### src/rtl/hist_replay.sv
// Replays a snapshot of the trial history buses one slot per beat, newest first,
// tagging each beat with its age and the reward sign for eligibility-trace decay.
module hist_replay #(
    parameter int N_IN       = 8,
    parameter int N_HIP      = 16,
    parameter int N_OUT      = 4,
    parameter int NHIST      = 2,
    parameter int SLOT_W     = 1,
    parameter int SKIP_EMPTY = 1
) (
    input  logic                    clk,
    input  logic                    reset,
    input  logic                    start,
    input  logic                    reward_sign,
    input  logic [SLOT_W-1:0]       newest_slot,
    input  logic [NHIST*N_IN-1:0]   in_hst,
    input  logic [NHIST*N_HIP-1:0]  hip_hst,
    input  logic [NHIST*N_OUT-1:0]  out_hst,
    input  logic                    rd_ready,
    output logic                    rd_valid,
    output logic [N_IN-1:0]         rd_in,
    output logic [N_HIP-1:0]        rd_hip,
    output logic [N_OUT-1:0]        rd_out,
    output logic [SLOT_W-1:0]       rd_age,
    output logic                    rd_reward,
    output logic                    rd_last,
    output logic                    busy,
    output logic                    done
);

    localparam int REM_W = $clog2(NHIST + 1);

    typedef enum logic [2:0] {IDLE, LOAD, SCAN, PRESENT, FINISH} stateT;

    stateT                   state;
    logic [NHIST*N_IN-1:0]   snapIn;
    logic [NHIST*N_HIP-1:0]  snapHip;
    logic [NHIST*N_OUT-1:0]  snapOut;
    logic [SLOT_W-1:0]       snapNewest;
    logic                    snapReward;
    logic [SLOT_W-1:0]       ptr;
    logic [SLOT_W-1:0]       age;
    logic [REM_W-1:0]        remaining;

    logic [N_IN-1:0]         inSlot  [NHIST];
    logic [N_HIP-1:0]        hipSlot [NHIST];
    logic [N_OUT-1:0]        outSlot [NHIST];
    logic [NHIST-1:0]        slotEmpty;
    logic [SLOT_W-1:0]       wrappedNewest;
    logic [SLOT_W-1:0]       prevPtr;
    logic [SLOT_W-1:0]       scanIdx;
    logic                    laterPresent;

    for (genvar k = 0; k < NHIST; k++) begin : gSlot
        assign inSlot[k]    = snapIn[k*N_IN +: N_IN];
        assign hipSlot[k]   = snapHip[k*N_HIP +: N_HIP];
        assign outSlot[k]   = snapOut[k*N_OUT +: N_OUT];
        assign slotEmpty[k] = (SKIP_EMPTY != 0) && (outSlot[k] == '0) && (hipSlot[k] == '0);
    end

    assign wrappedNewest = SLOT_W'(int'(newest_slot) % NHIST);
    assign prevPtr       = (ptr == '0) ? SLOT_W'(NHIST - 1) : ptr - SLOT_W'(1);
    assign busy          = (state != IDLE);

    // Look ahead over the older slots still in this replay to decide rd_last.
    always_comb begin
        laterPresent = 1'b0;
        scanIdx      = '0;
        for (int i = 1; i < NHIST; i++) begin
            scanIdx = SLOT_W'((int'(ptr) + NHIST - i) % NHIST);
            if (i < int'(remaining) && !slotEmpty[scanIdx]) begin
                laterPresent = 1'b1;
            end
        end
    end

    // done is registered as FINISH retires, so it lands NHIST+2 cycles after start for an empty snapshot.
    always_ff @(posedge clk) begin
        if (reset) begin
            state      <= IDLE;
            snapIn     <= '0;
            snapHip    <= '0;
            snapOut    <= '0;
            snapNewest <= '0;
            snapReward <= 1'b0;
            ptr        <= '0;
            age        <= '0;
            remaining  <= '0;
            rd_valid   <= 1'b0;
            rd_in      <= '0;
            rd_hip     <= '0;
            rd_out     <= '0;
            rd_age     <= '0;
            rd_reward  <= 1'b0;
            rd_last    <= 1'b0;
            done       <= 1'b0;
        end else begin
            done <= 1'b0;
            case (state)
                IDLE: begin
                    if (start) begin
                        snapIn     <= in_hst;
                        snapHip    <= hip_hst;
                        snapOut    <= out_hst;
                        snapNewest <= wrappedNewest;
                        snapReward <= reward_sign;
                        state      <= LOAD;
                    end
                end
                LOAD: begin
                    ptr       <= snapNewest;
                    age       <= '0;
                    remaining <= REM_W'(NHIST);
                    state     <= SCAN;
                end
                SCAN: begin
                    if (slotEmpty[ptr]) begin
                        remaining <= remaining - REM_W'(1);
                        if (remaining == REM_W'(1)) begin
                            state <= FINISH;
                        end else begin
                            ptr <= prevPtr;
                            age <= age + SLOT_W'(1);
                        end
                    end else begin
                        rd_valid  <= 1'b1;
                        rd_in     <= inSlot[ptr];
                        rd_hip    <= hipSlot[ptr];
                        rd_out    <= outSlot[ptr];
                        rd_age    <= age;
                        rd_reward <= snapReward;
                        rd_last   <= !laterPresent;
                        state     <= PRESENT;
                    end
                end
                PRESENT: begin
                    if (rd_ready) begin
                        rd_valid <= 1'b0;
                        rd_last  <= 1'b0;
                        if (rd_last) begin
                            state <= FINISH;
                        end else begin
                            ptr       <= prevPtr;
                            age       <= age + SLOT_W'(1);
                            remaining <= remaining - REM_W'(1);
                            state     <= SCAN;
                        end
                    end
                end
                FINISH: begin
                    done  <= 1'b1;
                    state <= IDLE;
                end
                default: state <= IDLE;
            endcase
        end
    end

endmodule

### config.mk
export PLATFORM = sky130hd
export DESIGN_NAME = hist_replay
export DESIGN_NICKNAME = d
export VERILOG_FILES = /design/src/rtl/hist_replay.sv
export SDC_FILE = /design/constraint.sdc
export NUM_CORES = 1
export LEC_CHECK = 0
export CAP_MARGIN = 0
export CORE_MARGIN = 2
export CORE_UTILIZATION = 35
export CTS_CLUSTER_DIAMETER = 40
export CTS_CLUSTER_SIZE = 14
export DETAILED_ROUTE_END_ITERATION = 7
export HOLD_SLACK_MARGIN = 0.02
export SYNTH_ARGS = -nofsm -noshare
export SYNTH_HDL_FRONTEND = slang
export SYNTH_SLANG_ARGS = --single-unit
### constraint.sdc
create_clock -name clk -period 1.8 [get_ports clk]
set_input_delay 0.36 -clock clk [delete_from_list [all_inputs] [get_ports clk]]
set_output_delay 0.36 -clock clk [all_outputs]
set_load 0.05 [all_outputs]
==> impl_metrics.prom, run 1 <==
# TYPE chip_impl_metric gauge
chip_impl_metric{name="vias_per_cell",unit=""} 5.21
chip_impl_metric{name="worst_clock_skew",unit="ns"} 0.00829
chip_impl_info{name="cts_tree",value="done"} 1
chip_impl_info{name="run_status",value="finished, final reports clean"} 1
chip_impl_metric{name="cts_sinks",unit=""} 98
chip_impl_info{name="synth_largest_area_cell",value="sky130_fd_sc_hd__dfxtp_1"} 1
chip_impl_metric{name="post-route-drc-count",unit=""} 0
chip_impl_info{name="synth.top_cells.by_count",value="124 x sky130_fd_sc_hd__nand2_1, 98 x sky130_fd_sc_hd__dfxtp_1, 91 x sky130_fd_sc_hd__a21oi_1"} 1
chip_impl_metric{name="drt-pass1-iter-count",unit=""} 4
chip_impl_metric{name="slew_violations",unit=""} 0
chip_impl_metric{name="route.vias.total",unit=""} 3741
chip_impl_metric{name="syn2layout_area_growth",unit="%"} 39.4
chip_impl_metric{name="boundaryPins",unit=""} 96
chip_impl_metric{name="number_of_buffers_added_by_the_clock_tree_synthesis_step",unit=""} 9
chip_impl_metric{name="fp.dieW",unit="um"} 112
chip_impl_metric{name="path_max_fanout",unit=""} 6
chip_impl_info{name="clock_tree.root_cell",value="sky130_fd_sc_hd__clkbuf_16"} 1
chip_impl_info{name="timing.critical_path.from_type",value="flop"} 1
chip_impl_info{name="yosysMostFrequentCell",value="sky130_fd_sc_hd__nand2_1"} 1
chip_impl_metric{name="io_port_bufs",unit=""} 95
chip_impl_metric{name="dp.final_hpwl",unit="mm"} 7.74
chip_impl_metric{name="grt_max_degree",unit=""} 59
chip_impl_metric{name="p_per_area",unit="nW/um2"} 1130
chip_impl_metric{name="syn_area_per_cell",unit="um2"} 8.61
chip_impl_info{name="hold_path.class",value="in -> reg"} 1
chip_impl_metric{name="vias_in_the_first_global_route",unit=""} 3424
chip_impl_info{name="top_ff_cell_synth",value="sky130_fd_sc_hd__dfxtp_1"} 1
chip_impl_metric{name="layout-drive-gt1-share",unit=""} 0.228
chip_impl_info{name="synth_top_family_by_area",value="compound AO/OA/AOI/OAI gates"} 1
chip_impl_metric{name="slew_headroom",unit=""} 0.742
chip_impl_metric{name="synthesized_area_fraction_occupied_by_and_or_nand_nor_cells",unit=""} 0.177
chip_impl_metric{name="synth.area.mux_share",unit=""} 0.0737
chip_impl_metric{name="vdd.ir_drop.worst",unit="uV"} 477
chip_impl_metric{name="wl_per_cell",unit="um"} 16.0
chip_impl_metric{name="maxCapViolations",unit=""} 0
chip_impl_metric{name="cell_area_synth",unit="um2"} 4110
chip_impl_metric{name="pwr-share-comb",unit=""} 0.319
chip_impl_info{name="timing_worst_setup_path_type",value="reg -> reg"} 1
chip_impl_metric{name="power.share.switching",unit=""} 0.347
chip_impl_metric{name="grt.overflow.total",unit=""} 0
chip_impl_metric{name="endpoints_failing_hold",unit=""} 0
chip_impl_metric{name="synth_compound_area_frac",unit=""} 0.214
chip_impl_metric{name="utilization",unit=""} 0.501
chip_impl_metric{name="gp_congestion",unit=""} 0.840
chip_impl_metric{name="antenna_found_initial",unit=""} 0
chip_impl_metric{name="start_util",unit=""} 0.360
chip_impl_metric{name="switching_power",unit="W"} 0.00225
chip_impl_metric{name="finalWirelength",unit="mm"} 11.5
chip_impl_metric{name="worst_path_largest_cell_delay",unit="ns"} 0.34
chip_impl_metric{name="cts-root-to-sink-buffers",unit=""} 2
chip_impl_metric{name="die_area",unit="um2"} 12600
chip_impl_metric{name="grt_pass1_wl",unit="mm"} 17.4
chip_impl_metric{name="die_height",unit="um"} 112
chip_impl_metric{name="drt_first_iter_violations",unit=""} 239
chip_impl_metric{name="worst_skew_pair.late_latency",unit="ns"} 0.34
chip_impl_info{name="rsz0062_at_grt",value="true"} 1
chip_impl_metric{name="ant_nets",unit=""} 0
chip_impl_metric{name="p_leak",unit="nW"} 2.04
chip_impl_metric{name="synth_seq_cells",unit=""} 98
chip_impl_info{name="path_cells",value="nor4_2, nand3_2, o22a_4, o21ai_2, mux2_4"} 1
chip_impl_metric{name="placed_cells",unit=""} 698
chip_impl_metric{name="worst-slew-pin-transition",unit="ns"} 0.387
chip_impl_metric{name="diodes",unit=""} 0
chip_impl_info{name="ys_top_cells_by_area",value="sky130_fd_sc_hd__dfxtp_1 48%, sky130_fd_sc_hd__nand2_1 11%, sky130_fd_sc_hd__a21oi_1 11%"} 1
chip_impl_metric{name="synth_fp_nets",unit=""} 540
chip_impl_metric{name="max_clock_freq",unit="MHz"} 568
chip_impl_metric{name="synthCells",unit=""} 477
chip_impl_metric{name="setup_viol",unit=""} 0
chip_impl_info{name="endpoint_kind",value="flop"} 1
chip_impl_metric{name="h_tree_lvls",unit=""} 3
chip_impl_metric{name="xor_xnor_share_of_the_synthesized_area",unit=""} 0
chip_impl_metric{name="power_frac_seq",unit=""} 0.403
chip_impl_info{name="crit_slowest_cell",value="sky130_fd_sc_hd__nor4_2"} 1
chip_impl_metric{name="share_of_synthesized_area_occupied_by_flip_flops_and_latches",unit=""} 0.478
chip_impl_metric{name="post_layout_nonfiller_instances",unit=""} 718
chip_impl_metric{name="finalCritPeriodShare",unit=""} 0.979
chip_impl_metric{name="core_area",unit="um2"} 11400
chip_impl_metric{name="yosysWarnings",unit=""} 0
chip_impl_metric{name="post-route-min-period",unit="ns"} 1.76
chip_impl_metric{name="clk_pin_slew_worst_setup_hold_paths",unit="ns"} 0.07
chip_impl_metric{name="intPower",unit="W"} 0.00423
chip_impl_metric{name="rows",unit=""} 39
chip_impl_metric{name="track_usage",unit=""} 0.172
chip_impl_metric{name="netlist.area_leader.share",unit=""} 0.478
chip_impl_metric{name="share_clk_of_total_power",unit=""} 0.277
chip_impl_metric{name="synth-adder-area-share",unit=""} 0.00305
chip_impl_metric{name="async_flop_share",unit=""} 0
chip_impl_metric{name="synth_edf_count",unit=""} 0
chip_impl_metric{name="crit_arrival",unit="ns"} 1.99
chip_impl_metric{name="yosys.cell_types.count",unit=""} 42
chip_impl_metric{name="timing.critical_path.required",unit="ns"} 2.03
chip_impl_metric{name="post_layout_net_count",unit=""} 633
-- layout by cell type (no fill, tap or decap), types with 2 or more instances in the layout --
master / Yosys / final
sky130_fd_sc_hd__a211oi_1: 20 / 6
sky130_fd_sc_hd__a211oi_2: 10 / 24
sky130_fd_sc_hd__a21oi_1: 91 / 86
sky130_fd_sc_hd__a21oi_2: 0 / 5
sky130_fd_sc_hd__a31oi_1: 2 / 2
sky130_fd_sc_hd__buf_12: 0 / 7
sky130_fd_sc_hd__buf_4: 3 / 49
sky130_fd_sc_hd__buf_6: 3 / 3
sky130_fd_sc_hd__clkbuf_1: 22 / 2
sky130_fd_sc_hd__clkbuf_16: 0 / 11
sky130_fd_sc_hd__clkdlybuf4s50_1: 0 / 60
sky130_fd_sc_hd__clkinvlp_4: 0 / 3
sky130_fd_sc_hd__dfxtp_1: 98 / 93
sky130_fd_sc_hd__dfxtp_2: 0 / 4
sky130_fd_sc_hd__inv_1: 5 / 5
sky130_fd_sc_hd__mux2i_1: 28 / 28
sky130_fd_sc_hd__nand2_1: 124 / 123
sky130_fd_sc_hd__nand2b_1: 3 / 3
sky130_fd_sc_hd__nand3_1: 8 / 6
sky130_fd_sc_hd__nand3_2: 0 / 2
sky130_fd_sc_hd__nor2_1: 4 / 3
sky130_fd_sc_hd__nor2b_1: 3 / 3
sky130_fd_sc_hd__nor3_1: 4 / 3
sky130_fd_sc_hd__nor4_1: 6 / 2
sky130_fd_sc_hd__nor4_2: 4 / 6
sky130_fd_sc_hd__nor4_4: 1 / 3
sky130_fd_sc_hd__o21ai_0: 5 / 5
sky130_fd_sc_hd__o21ai_1: 2 / 2
sky130_fd_sc_hd__o21bai_1: 2 / 2
-- flip-flops by register name, summed over array words and instances (netlist names), 2 cells and up --
register,flops
snapIn,16
state,3
rd_in,8
rd_hip,16
snapOut,8
snapHip,32
remaining,2
rd_out,4
-- layout make-up --
cell class / count / area (um2)
fillers: 1076 / 5690
clock inverters: 4 / 27.5
flip-flops and latches: 98 / 1970
well taps: 143 / 179
clock buffers: 12 / 246
multi-input cells: 335 / 2090
repair buffers: 121 / 1190
inverters: 5 / 18.8
-- critical path: cells and delay by family, from the launching register on --
kind / cells / cell delay, ns
compound gates: 2 / 0.51
flops: 1 / 0.32
mux: 1 / 0.31
simple gates: 2 / 0.52
-- path summary, 6_finish.rpt --
| path | to | start | cells after the start | slack, ns |
|---|---|---|---|---|
| worst max-delay path | age | snapHip[3] | 5 | 0.04 |
| worst min-delay path | snapIn[15] | reset | 2 | 0.42 |
| worst max register to register | age | snapHip[3] | 5 | 0.04 |
| worst min register to register | snapIn[15] | snapIn[15] | 2 | 0.46 |
-- what timing repair did --
item / CTS / global route
hold buffers: 0 / 0
hold endpoints to repair: 0 / 0
pin swaps: 0 / 5
endpoints found under the setup margin: 27 / 32
buffers inserted: 0 / 2
cloned: 0 / 2
gates resized for setup: 3 / 36
-- cell families (layout without fill, tap and decap cells) --
group / count (synthesis) / in the layout
buffers and inverters: 44 / 142
flip-flops: 98 / 98
adder cells (fa/ha/maj): 1 / 1
AND/OR/NAND/NOR: 162 / 162
multiplexers: 30 / 30
AO/OA/AOI/OAI: 142 / 142
-- per-stage QoR --
step | TNS [ns] | hold slack, ns | worst slack, ns | area (um2) | total power [W]
2_1_floorplan | 0 | 0.436 | 0.138 | 4110 | 0.00387
3_3_place_gp | -0.0652 | 0.443 | -0.0652 | 5210 | 0.00451
3_5_place_dp | -0.760 | 0.450 | -0.0833 | 5210 | 0.00454
4_1_cts | 0 | 0.398 | 0.00929 | 5500 | 0.00633
5_1_grt | -0.932 | 0.421 | -0.0569 | 5720 | 0.00678
6_report | 0 | 0.416 | 0.0386 | 5720 | 0.00648
-- power by group through the flow --
stage / Combinational (W) / Clock (W) / Sequential (W)
global route: 0.00222 / 0.00191 / 0.00264
global placement: 0.00188 / 0 / 0.00263
floorplan: 0.000930 / 0 / 0.00294
CTS: 0.00191 / 0.00182 / 0.00260
finish: 0.00207 / 0.00180 / 0.00261
detailed placement: 0.00190 / 0 / 0.00264
-- metal layers --
metal,GRT usage,wire [um]
met5,0,0
met4,0.0772,167
met3,0.0265,448
met2,0.279,5680
met1,0.228,5190
Note: power is estimated with default switching activity, not from simulation.
==> inputs of run 2 (changes only) <==
--- a/config.mk
+++ b/config.mk
@@ -6,7 +6,6 @@
 export NUM_CORES = 1
 export LEC_CHECK = 0
 export CAP_MARGIN = 0
-export CORE_MARGIN = 2
 export CORE_UTILIZATION = 35
 export CTS_CLUSTER_DIAMETER = 40
 export CTS_CLUSTER_SIZE = 14
==> run 2 against run 1 <==
Largest cell class unchanged. Core utilization up 0.49 points. Die area down 3.5%. Critical endpoint unchanged. Via count down 0.16%. Sequential power about the same.
==> impl_metrics.prom, run 2 (synthesis results as in run 1) <==
# TYPE chip_impl_metric gauge
chip_impl_info{name="cts_tree",value="done"} 1
chip_impl_info{name="layout.cells.most_common",value="sky130_fd_sc_hd__nand2_1"} 1
chip_impl_metric{name="largest_register_ffs",unit=""} 32
chip_impl_metric{name="switching_power",unit="W"} 0.00225
chip_impl_metric{name="final_layout_fill_cell_count",unit=""} 1082
chip_impl_metric{name="clk_pin_slew_worst_setup_hold_paths",unit="ns"} 0.07
chip_impl_metric{name="dp.final_hpwl",unit="mm"} 7.70
chip_impl_metric{name="endpoints_failing_hold",unit=""} 0
chip_impl_metric{name="drt-pass1-iter-count",unit=""} 4
chip_impl_metric{name="diodes",unit=""} 0
chip_impl_metric{name="worst_skew_pair.late_latency",unit="ns"} 0.34
chip_impl_metric{name="cts-root-to-sink-buffers",unit=""} 2
chip_impl_metric{name="boundaryPins",unit=""} 96
chip_impl_metric{name="number_of_buffers_added_by_the_clock_tree_synthesis_step",unit=""} 9
chip_impl_info{name="top_layer_reached_by_signal_wires",value="met4"} 1
chip_impl_metric{name="worst-slew-pin-transition",unit="ns"} 0.456
chip_impl_metric{name="syn2layout_area_growth",unit="%"} 40.7
chip_impl_metric{name="wl_met2",unit="mm"} 5.69
chip_impl_metric{name="design_power_total",unit="W"} 0.00687
chip_impl_metric{name="grt.overflow.total",unit=""} 0
chip_impl_info{name="layout_common_cells",value="123 x sky130_fd_sc_hd__nand2_1, 95 x sky130_fd_sc_hd__dfxtp_1, 78 x sky130_fd_sc_hd__a21oi_1"} 1
chip_impl_info{name="timing.critical_path.from_type",value="flop"} 1
chip_impl_metric{name="gp_congestion",unit=""} 0.814
chip_impl_metric{name="slew_violations",unit=""} 0
chip_impl_metric{name="finalCritPeriodShare",unit=""} 0.984
chip_impl_metric{name="post-route-min-period",unit="ns"} 1.77
chip_impl_metric{name="vdd.ir_drop.worst",unit="uV"} 652
chip_impl_metric{name="ant_nets",unit=""} 0
chip_impl_metric{name="wl_per_cell",unit="um"} 15.7
chip_impl_metric{name="cts_sinks",unit=""} 98
chip_impl_metric{name="post-route-drc-count",unit=""} 0
chip_impl_metric{name="maxCapViolations",unit=""} 0
chip_impl_metric{name="p_leak",unit="nW"} 2.08
chip_impl_metric{name="route.layer.met1.wl",unit="mm"} 5.13
chip_impl_metric{name="p_per_area",unit="nW/um2"} 1190
chip_impl_metric{name="power.share.switching",unit=""} 0.328
chip_impl_info{name="run_status",value="finished, final reports clean"} 1
chip_impl_metric{name="route.vias.total",unit=""} 3735
chip_impl_info{name="clock_tree.root_cell",value="sky130_fd_sc_hd__clkbuf_16"} 1
chip_impl_metric{name="start_util",unit=""} 0.360
chip_impl_metric{name="post_layout_net_count",unit=""} 635
chip_impl_metric{name="grt_max_degree",unit=""} 59
chip_impl_info{name="hold_path.class",value="reg -> reg"} 1
chip_impl_metric{name="setup_viol",unit=""} 0
chip_impl_metric{name="layout-drive-gt1-share",unit=""} 0.232
chip_impl_metric{name="vias_per_cell",unit=""} 5.19
chip_impl_metric{name="hold_ws",unit="ns"} 0.456
chip_impl_metric{name="pwr-share-comb",unit=""} 0.301
chip_impl_metric{name="rows",unit=""} 39
chip_impl_metric{name="cts-hold-fix-buffers",unit=""} 0
chip_impl_metric{name="intPower",unit="W"} 0.00462
chip_impl_metric{name="die_height",unit="um"} 110
chip_impl_metric{name="io_port_bufs",unit=""} 95
chip_impl_metric{name="die_area",unit="um2"} 12200
chip_impl_metric{name="vias_in_the_first_global_route",unit=""} 3406
chip_impl_metric{name="path_max_fanout",unit=""} 5
chip_impl_metric{name="final_setup_margin",unit="ns"} 0.0282
chip_impl_metric{name="preCtsSetupSlack",unit="ns"} -0.0679
chip_impl_metric{name="multi_input_gate_area",unit="um2"} 2080
chip_impl_metric{name="core_area",unit="um2"} 11400
chip_impl_info{name="endpoint_kind",value="flop"} 1
chip_impl_metric{name="crit_arrival",unit="ns"} 1.99
chip_impl_metric{name="drt_first_iter_violations",unit=""} 189
chip_impl_metric{name="antenna_found_initial",unit=""} 0
chip_impl_metric{name="timing.critical_path.required",unit="ns"} 2.02
chip_impl_metric{name="fp.dieW",unit="um"} 110
chip_impl_info{name="timing_worst_setup_path_type",value="reg -> reg"} 1
chip_impl_metric{name="finalWirelength",unit="mm"} 11.3
chip_impl_metric{name="grt_pass1_wl",unit="mm"} 17.0
chip_impl_info{name="biggestRegsByFlops",value="snapHip: 32 flops, rd_hip: 16 flops, snapIn: 16 flops"} 1
chip_impl_metric{name="h_tree_lvls",unit=""} 3
chip_impl_metric{name="slew_headroom",unit=""} 0.696
chip_impl_metric{name="register_cell_area_after_layout",unit="um2"} 1970
chip_impl_metric{name="route.met3.wl",unit="um"} 349
chip_impl_metric{name="share_clk_of_total_power",unit=""} 0.319
chip_impl_info{name="top_register",value="snapHip"} 1
chip_impl_info{name="rsz0062_at_grt",value="true"} 1
chip_impl_metric{name="worst_clock_skew",unit="ns"} 0.00821
chip_impl_metric{name="track_usage",unit=""} 0.185
chip_impl_metric{name="max_clock_freq",unit="MHz"} 564
chip_impl_metric{name="power_frac_seq",unit=""} 0.380
==> run 2: cell count changes in the layout (fill, tap and decap cells not counted), moves of 3 or more <==
cell / before / now
sky130_fd_sc_hd__bufinv_16: 0 / 3
sky130_fd_sc_hd__a21oi_1: 86 / 78
sky130_fd_sc_hd__buf_4: 49 / 52
sky130_fd_sc_hd__clkinvlp_4: 3 / 0
sky130_fd_sc_hd__a21oi_2: 5 / 13
==> run 2: timing repair <==
item	in CTS	in global routing
pin swaps	2	9
gates cloned	0	2
gates resized for setup	2	36
hold endpoints to repair	0	0
setup buffers	0	2
setup endpoints to repair	1	33
==> run 2: path summary, 6_finish.rpt <==
path | depth (start not counted) | slack (ns) | end | startpoint
max reg2reg | 5 | 0.03 | age | snapHip[5]
min | 2 | 0.46 | snapIn[4] | snapIn[4]
max | 5 | 0.03 | age | snapHip[5]
min reg2reg | 2 | 0.46 | snapIn[4] | snapIn[4]
==> run 2: cell type report <==
type / instances / share of cell area
clock buffer: 10 / 0.0396
clock inverter: 6 / 0.0195
inverter: 5 / 0.00325
multi-input combinational: 335 / 0.360
sequential: 98 / 0.340
tap: 143 / 0.0310
timing repair buffer: 123 / 0.207
==> run 2: routing by layer <==
metal / vias up / global-route usage
met4: 0 / 0.0630
li1: 1855 / -
met3: 10 / 0.0323
met1: 1790 / 0.240
met2: 80 / 0.308
met5: - / 0
==> run 2: power groups by stage <==
| stage | sequential, W | clock (W) | combinational (W) |
|---|---|---|---|
| after global routing | 0.00264 | 0.00232 | 0.00223 |
| final | 0.00261 | 0.00219 | 0.00206 |
| after floorplan | 0.00294 | 0 | 0.000930 |
| after global placement | 0.00264 | 0 | 0.00187 |
| after CTS | 0.00260 | 0.00223 | 0.00191 |
| after detailed placement | 0.00265 | 0 | 0.00190 |
==> run 2: per-stage QoR <==
step	instances	TNS (ns)	area, um2	util
after floorplan	477	0	4110	-
after global placement	700	-0.0728	5210	0.456
after detailed placement	700	-0.0700	5210	0.456
after CTS	716	0	5560	0.487
after global routing	720	-0.557	5780	0.506
final	720	0	5780	0.506
==> run 2: worst max-delay path, stage by stage (launching register included) <==
cell and delay, ns:
sky130_fd_sc_hd__dfxtp_4 0.37, sky130_fd_sc_hd__nor4_4 0.30, sky130_fd_sc_hd__nand3b_1 0.17, sky130_fd_sc_hd__o22a_2 0.34, sky130_fd_sc_hd__o21ai_4 0.17, sky130_fd_sc_hd__mux2_4 0.31
==> inputs of run 3 (changes only) <==
--- a/config.mk
+++ b/config.mk
@@ -6,7 +6,7 @@
 export NUM_CORES = 1
 export LEC_CHECK = 0
 export CAP_MARGIN = 0
-export CORE_UTILIZATION = 35
+export CORE_UTILIZATION = 34
 export CTS_CLUSTER_DIAMETER = 40
 export CTS_CLUSTER_SIZE = 14
 export DETAILED_ROUTE_END_ITERATION = 7
==> run 3 against run 2 <==
Maximum frequency rose by 1.5%. Cell count is 0.97% lower. Sequential cell count did not move. The flow now finishes with violations (design-rule violations). Routed wire length decreased by 4.7%. Sequential share of layout area grew 0.98 points. Clock skew decreased by 0.00050 ns. Highest routed layer unchanged. Worst hold slack lost 0.088 ns. Power fell by 3.4%.
==> impl_metrics.prom, run 3 (synthesis results as in run 1) <==
# TYPE chip_impl_metric gauge
chip_impl_info{name="run_status",value="complete, but fails checks"} 1
chip_impl_info{name="violations",value="design-rule violations"} 1
chip_impl_metric{name="boundaryPins",unit=""} 96
chip_impl_metric{name="cts_sinks",unit=""} 98
chip_impl_info{name="timing.critical_path.from_type",value="flop"} 1
chip_impl_metric{name="p_leak",unit="nW"} 2.02
chip_impl_info{name="path_cells",value="nor4_4, nand3b_1, o22a_2, o21ai_2, mux2_4"} 1
chip_impl_metric{name="switching_power",unit="W"} 0.00219
chip_impl_metric{name="endpoints_failing_hold",unit=""} 0
chip_impl_metric{name="rows",unit=""} 39
chip_impl_info{name="timing_worst_setup_path_type",value="reg -> reg"} 1
chip_impl_info{name="rsz0062_at_grt",value="true"} 1
chip_impl_info{name="endpoint_kind",value="flop"} 1
chip_impl_metric{name="critical_path_buf_inv_count",unit=""} 0
chip_impl_metric{name="post-route-drc-count",unit=""} 5
chip_impl_metric{name="die_height",unit="um"} 112
chip_impl_metric{name="antenna_found_initial",unit=""} 0
chip_impl_metric{name="fp.dieW",unit="um"} 112
chip_impl_metric{name="grt_pass1_wl",unit="mm"} 17.5
chip_impl_metric{name="final_setup_margin",unit="ns"} 0.0536
chip_impl_metric{name="max_clock_freq",unit="MHz"} 573
chip_impl_info{name="cpLargestDelayFamily",value="compound AO/OA/AOI/OAI gates"} 1
chip_impl_metric{name="worst_clock_skew",unit="ns"} 0.00770
chip_impl_metric{name="path_max_fanout",unit=""} 5
chip_impl_info{name="layout.cells.most_common",value="sky130_fd_sc_hd__nand2_1"} 1
chip_impl_metric{name="intPower",unit="W"} 0.00444
chip_impl_metric{name="gp_congestion",unit=""} 0.822
chip_impl_metric{name="grt_max_degree",unit=""} 59
chip_impl_metric{name="wl_per_cell",unit="um"} 15.1
chip_impl_metric{name="share_clk_of_total_power",unit=""} 0.315
chip_impl_metric{name="post_dp_cell_area",unit="um2"} 5170
chip_impl_metric{name="drt_first_iter_violations",unit=""} 182
chip_impl_metric{name="vias_per_cell",unit=""} 5.10
chip_impl_metric{name="post_layout_net_count",unit=""} 628
chip_impl_metric{name="io_port_bufs",unit=""} 95
chip_impl_metric{name="worst_skew_pair.late_latency",unit="ns"} 0.34
chip_impl_metric{name="layout-drive-gt1-share",unit=""} 0.205
chip_impl_metric{name="grt.overflow.total",unit=""} 0
chip_impl_metric{name="pwr-share-comb",unit=""} 0.292
chip_impl_info{name="hold_path.class",value="in -> reg"} 1
chip_impl_metric{name="worst-slew-pin-transition",unit="ns"} 0.506
chip_impl_metric{name="dp.final_hpwl",unit="mm"} 7.70
chip_impl_metric{name="track_usage",unit=""} 0.176
chip_impl_metric{name="setup_viol",unit=""} 0
chip_impl_metric{name="timing.critical_path.required",unit="ns"} 2.02
chip_impl_info{name="cts_tree",value="done"} 1
chip_impl_metric{name="drt-pass1-iter-count",unit=""} 6
chip_impl_metric{name="post-route-min-period",unit="ns"} 1.75
chip_impl_info{name="layout_common_cells",value="123 x sky130_fd_sc_hd__nand2_1, 96 x sky130_fd_sc_hd__dfxtp_1, 81 x sky130_fd_sc_hd__a21oi_1"} 1
chip_impl_metric{name="route.vias.total",unit=""} 3633
chip_impl_metric{name="ff2ff_setup_slack",unit="ns"} 0.05
chip_impl_metric{name="design_area",unit="um2"} 5620
chip_impl_metric{name="number_of_buffers_added_by_the_clock_tree_synthesis_step",unit=""} 9
chip_impl_metric{name="diodes",unit=""} 0
chip_impl_metric{name="start_util",unit=""} 0.354
chip_impl_metric{name="clk_pin_slew_worst_setup_hold_paths",unit="ns"} 0.07
chip_impl_metric{name="vdd.ir_drop.worst",unit="uV"} 656
chip_impl_metric{name="cts-hold-fix-buffers",unit=""} 0
chip_impl_metric{name="p_per_area",unit="nW/um2"} 1180
chip_impl_metric{name="finalCritPeriodShare",unit=""} 0.970
chip_impl_metric{name="power.share.switching",unit=""} 0.330
chip_impl_metric{name="maxCapViolations",unit=""} 0
chip_impl_metric{name="largest_register_ffs",unit=""} 32
chip_impl_metric{name="slew_violations",unit=""} 0
chip_impl_metric{name="slew_headroom",unit=""} 0.663
chip_impl_metric{name="crit_arrival",unit="ns"} 1.97
chip_impl_metric{name="core_area",unit="um2"} 11600
chip_impl_metric{name="ant_nets",unit=""} 0
chip_impl_info{name="biggestRegsByFlops",value="snapHip: 32 flops, rd_hip: 16 flops, snapIn: 16 flops"} 1
chip_impl_metric{name="worst_path_largest_cell_delay",unit="ns"} 0.37
chip_impl_metric{name="syn2layout_area_growth",unit="%"} 36.7
chip_impl_metric{name="h_tree_lvls",unit=""} 3
chip_impl_metric{name="cts-root-to-sink-buffers",unit=""} 2
chip_impl_metric{name="preCtsSetupSlack",unit="ns"} -0.0592
chip_impl_info{name="top_register",value="snapHip"} 1
chip_impl_info{name="clock_tree.root_cell",value="sky130_fd_sc_hd__clkbuf_16"} 1
chip_impl_metric{name="die_area",unit="um2"} 12500
chip_impl_metric{name="power_frac_seq",unit=""} 0.393
chip_impl_metric{name="finalWirelength",unit="mm"} 10.8
chip_impl_info{name="crit_slowest_cell",value="sky130_fd_sc_hd__dfxtp_4"} 1
chip_impl_metric{name="vias_in_the_first_global_route",unit=""} 3530
==> run 3: routing by layer <==
| metal | global-route usage | vias to the layer above | part of all wire |
|---|---|---|---|
| met3 | 0.0343 | 9 | 0.043 |
| met1 | 0.229 | 1709 | 0.45 |
| met4 | 0.0441 | 0 | 0.0090 |
| met5 | 0 | - | 0 |
| met2 | 0.298 | 79 | 0.50 |
| li1 | - | 1836 | - |
==> run 3: final timing paths <==
path / start / end / cells after the start
setup / recovery: snapHip[5] / age / 5
hold / removal: reset / snapIn[0] / 2
setup reg to reg: snapHip[5] / age / 5
hold reg to reg: snapIn[4] / snapIn[4] / 2
==> run 3: timing repair <==
item	4_1_cts	5_1_grt
endpoints found under the hold margin	0	0
buffers inserted	0	1
gates resized for setup	2	24
endpoints found under the setup margin	17	34
pin swaps	0	7
==> run 3: cell type report <==
| cell class | instances | area [um2] |
|---|---|---|
| clock inverter | 6 | 90.1 |
| inverter | 5 | 18.8 |
| multi-input combinational | 335 | 2030 |
| fill | 1164 | 6000 |
| sequential | 98 | 1970 |
| timing repair buffer | 116 | 1090 |
| clock buffer | 10 | 239 |
| tap | 143 | 179 |
==> run 3: through the flow <==
step / power, W / util / TNS [ns] / hold WS [ns] / cells
after global routing: 0.00695 / 0.484 / -0.0584 / 0.379 / 713
after CTS: 0.00659 / 0.475 / 0 / 0.356 / 712
after floorplan: 0.00387 / - / 0 / 0.436 / 477
after detailed placement: 0.00451 / 0.445 / -0.169 / 0.449 / 696
final: 0.00663 / 0.484 / 0 / 0.368 / 713
after global placement: 0.00448 / 0.445 / -0.0760 / 0.442 / 696
==> run 3: power by group through the flow <==
| stage | registers, W | logic [W] | clock network (W) |
|---|---|---|---|
| floorplan | 0.00294 | 0.000930 | 0 |
| global placement | 0.00263 | 0.00184 | 0 |
| detailed placement | 0.00264 | 0.00187 | 0 |
| CTS | 0.00260 | 0.00188 | 0.00211 |
| global route | 0.00263 | 0.00210 | 0.00221 |
| finish | 0.00261 | 0.00194 | 0.00209 |
==> run 3: worst register-to-register path: cells and delay by family (launching register included) <==
family	cells	cell delay [ns]
simple gates	2	0.47
mux	1	0.31
flops	1	0.37
compound gates	2	0.49
==> patch 1, RTL diff (config.mk and constraints of run 2) <==
Re-encode `stateT` (5 states) as one-hot, 5 bits wide.
--- a/src/rtl/hist_replay.sv
+++ b/src/rtl/hist_replay.sv
@@ -31,5 +31,5 @@
     localparam int REM_W = $clog2(NHIST + 1);
 
-    typedef enum logic [2:0] {IDLE, LOAD, SCAN, PRESENT, FINISH} stateT;
+    typedef enum logic [4:0] {IDLE = 5'b00001, LOAD = 5'b00010, SCAN = 5'b00100, PRESENT = 5'b01000, FINISH = 5'b10000} stateT;
 
     stateT                   state;
Formal check against the unedited RTL: same outputs for any inputs over 4 cycles, from zero or initial values and one cycle with reset high; so few cycles prove little.
==> patch 1 against run 2 <==
  * Final area increased by 18%
  * Sequential cell count increased by 2
  * Highest routed layer unchanged
  * Via count increased by 12%
  * Critical path type unchanged
  * The flow now finishes with violations (DRC, setup timing)
  * Clock power decreased by 11%
  * Setup slack got worse by 0.18 ns
  * Area after synthesis increased by 1.9%
  * Routed wire length increased by 18%
  * Synthesized cell count increased by 4.4%
  * Total power increased by 12%
==> patch 1: results (changes against run 2) <==
Run status: finished, violations left (was finished, final reports clean). The final reports fail on DRC, setup timing. The depth of the most critical reg-to-reg path is 8 (was 5). Cells taking the most area after synthesis: dfxtp_1, a21oi_1, nand2_1 (was dfxtp_1, nand2_1, a21oi_1). The number of fill cells is 1,003 (was 1,082). The worst IR drop on VDD is 0.550 mV (was 0.652 mV). The combinational share of power is 0.394 (was 0.301). The number of nets produced by synthesis is 561 (was 540). The final critical-path setup slack is -0.147 ns (was 0.0282 ns). The worst hold margin was 0.326 ns (was 0.456 ns).

The destination of the critical timing path is snapIn[13]$_SDFFE_PP0P_ (was age$_SDFFE_PP0P_). The launching instance or port of the critical path is state[0]$_SDFFE_PP1P_ (was snapHip[5]$_SDFFE_PP0P_). The post-synthesis xor/xnor area fraction is 0.00209 (was 0). The power in the clock group came out at 0.00195 W (was 0.00219 W). The count of unique library cells instantiated by Yosys came out at 40 (was 42). The net count of the finished layout is 700 (was 635). The leakage power summed over all cells is 2.57 nW (was 2.08 nW). The cell at the slowest stage of the critical path is a2111oi_4 (was dfxtp_4). The post-cts gate resize count is 43 (was 2). The global-route met1 utilization is 0.243 (was 0.240). The capture endpoint of the worst hold path is snapOut[7]$_SDFFE_PP0P_ (was snapIn[4]$_SDFFE_PP0P_). The peak per-stage delay on the critical path came out at 0.42 ns (was 0.37 ns). The relative slew slack came out at 0.655 (was 0.696). The worst min-delay path class is in2reg (was reg2reg). The proportion of synthesized area in mux cells came out at 0.0747 (was 0.0737). The register area share after synthesis came to 0.478 (about the same). The origin of the worst min-delay path is reset (was snapIn[4]$_SDFFE_PP0P_). The routed length per placed instance is 17.0 µm (was 15.7 µm). The final HPWL from detailed placement is 8470 µm (was 7700 µm). The length of routed wiring on met1 came out at 5790 µm (was 5130 µm). The global-route wire length before repair came out at 19,600 µm (was 17,000 µm). The detailed-routing iteration count for the pre-antenna-repair pass was 6 (was 4).

The met3 usage in global routing is 0.0365 (was 0.0323). The sum of met3 wire segment lengths after detailed routing came out at 542 µm (was 349 µm). The count of placed standard cells including taps was 750 (was 700). The fraction of final layout cells sized beyond drive strength 1 was 0.431 (was 0.232). The number of global-route vias before repair came out at 3,992 (was 3,406).

The maximum fanout encountered on the critical timing path is 7 (was 5). The final setup violation count came out at 60 (was 0). The detail-routed via count per cell is 5.32 (was 5.19).

The category of cells accounting for the largest share of critical-path delay was buffers and inverters (was compound AO/OA/AOI/OAI gates). The fraction of power spent switching nets is 0.344 (was 0.328). Most frequent cells after synthesis: nand2_1, dfxtp_1, a21oi_1, a211oi_1, mux2i_1 (was nand2_1, dfxtp_1, a21oi_1, mux2i_1, clkbuf_1).

The number of remaining DRC errors is 2 (was 0). The overall global routing resource usage is 0.199 (was 0.185).
## patch 1: cell types whose count changed after synthesis, moves of 5 or more
| cell | before | now |
|---|---|---|
| a211oi_1 | 20 | 31 |
| o21ai_0 | 5 | 10 |
| a211oi_2 | 10 | 0 |
| clkbuf_1 | 22 | 27 |
| nor4_1 | 6 | 11 |
## patch 1: area by class of cell
class                      count  area (µm²)  share of cell area
clock inverter                 5        60.1             0.00881
tap                          143         179              0.0262
multi-input combinational    353        2640               0.387
sequential                   100        2020               0.296
clock buffer                  11         233              0.0341
timing repair buffer         169        1680               0.246
inverter                       4        15.0             0.00220
## patch 1: per-stage QoR
stage	total power [W]	instance area [µm²]	setup slack, ns	setup TNS [ns]
final	0.00768	6820	-0.147	-5.60
after global routing	0.00802	6820	-0.214	-10.61
after CTS	0.00690	6080	-0.111	-4.76
after detailed placement	0.00465	5570	-0.608	-37.42
after global placement	0.00461	5570	-0.558	-32.64
after floorplan	0.00380	4220	-0.265	-11.33
==> patch 2, RTL diff (settings of run 2) <==
Made on the original files. Set the parameter `NHIST` to 4 (it was 2). Comments in the files are not updated.
--- a/src/rtl/hist_replay.sv
+++ b/src/rtl/hist_replay.sv
@@ -5,5 +5,5 @@
     parameter int N_HIP      = 16,
     parameter int N_OUT      = 4,
-    parameter int NHIST      = 2,
+    parameter int NHIST      = 4,
     parameter int SLOT_W     = 1,
     parameter int SKIP_EMPTY = 1
Interface: changed (resized hip_hst, in_hst and out_hst); port bits go from 96 to 152. No check against the original RTL was run, so the function may have changed too.
==> patch 2 against run 2 <==
  * Sequential cell count is 1 higher
  * Final area rose by 2.2%
  * First-iteration DRC count up 11%
  * Setup slack got worse by 0.010 ns
  * Routed wire length grew 1.6%
  * Clock power is 6% lower
  * Total power rose by 21%
  * Area after synthesis up 4.7%
  * Critical path type unchanged
  * Largest cell class unchanged
==> patch 2: results (changes against run 2) <==
Run status: finished, final reports clean (unchanged). The multi-input logic cell count came to 349 (was 335). Cells taking the most area after synthesis: dfxtp_1, nand2_1, a21oi_1 (unchanged). The register area share after synthesis was 0.461 (was 0.478). The number of flip-flops and latches came out at 99 (was 98). The placer's final routability congestion estimate came out at 0.812 (was 0.814). The global-route wire length before repair came out at 18,400 µm (was 17,000 µm). The maximum fanout encountered on the critical timing path came to 4 (was 5). The layout clock buffer count is 12 (was 10). The number of instances in the synthesized netlist came out at 498 (was 477). The sum of met3 wire segment lengths after detailed routing came out at 439 µm (was 349 µm).

The global-route met1 utilization is 0.241 (was 0.240). The violation count after the first detailed-routing iteration came to 210 (was 189). The cell row count came out at 40 (was 39).

The proportion of synthesized area in mux cells came to 0.0739 (was 0.0737). The met3 usage in global routing is 0.0343 (was 0.0323). The area of placed instances is 0.00542 mm² (was 0.00521 mm²). The count of placed standard cells including taps is 730 (was 700).

The post-synthesis compound-gate area fraction is 0.216 (was 0.214). The internal portion of total power is 0.00521 W (was 0.00462 W). The count of plain and timing-repair buffers in the layout was 132 (was 123). The worst IR drop on VDD was 0.547 mV (was 0.652 mV). The worst hold margin is 0.353 ns (was 0.456 ns). The clock network area share came out at 0.0542 (was 0.0591). The endpoint of the lowest-slack register-to-register path is remaining[0]$_SDFFE_PP0P_ (was age$_SDFFE_PP0P_). The overall global routing resource usage is 0.184 (was 0.185).

The number of fill cells is 1,155 (was 1,082). The origin of the worst min-delay path is reset (was snapIn[4]$_SDFFE_PP0P_). The worst min-delay path class was in2reg (was reg2reg). The arrival time of data at the critical path endpoint is 2.02 ns (was 1.99 ns). The proportion of final cell area spent on non-clock buffers came out at 0.202 (was 0.207). The fraction of the mapped netlist area in adder cells came out at 0.00582 (was 0.00305). The power in the clock group came out at 0.00205 W (was 0.00219 W). The leakage power summed over all cells is 2.15 nW (was 2.08 nW).

The net count of the finished layout is 717 (was 635). The overall routed net length came to 11,500 µm (was 11,300 µm). The count of unique library cells instantiated by Yosys is 48 (was 42). The final core utilization came out at 0.492 (was 0.506).
patch 2: what timing repair did:
item,CTS,global route
setup endpoints to repair,26,38
pin swaps,4,10
buffers inserted,1,2
cloned,0,0
hold endpoints to repair,0,0
gates resized for setup,3,22
patch 2: worst max path at each step:
stage                                   from                   endpoint  slack (ns)
floorplan               rd_last$_SDFFE_PP0P_  remaining[0]$_SDFFE_PP0P_        0.10
global placement                    rd_ready  remaining[0]$_SDFFE_PP0P_       -0.10
detailed placement                  rd_ready  remaining[0]$_SDFFE_PP0P_       -0.14
CTS                 snapHip[10]$_SDFFE_PP0P_  remaining[0]$_SDFFE_PP0P_      -0.007
global route        snapHip[21]$_SDFFE_PP0P_  remaining[0]$_SDFFE_PP0P_       -0.04
finish               snapHip[7]$_SDFFE_PP0P_  remaining[0]$_SDFFE_PP0P_        0.02
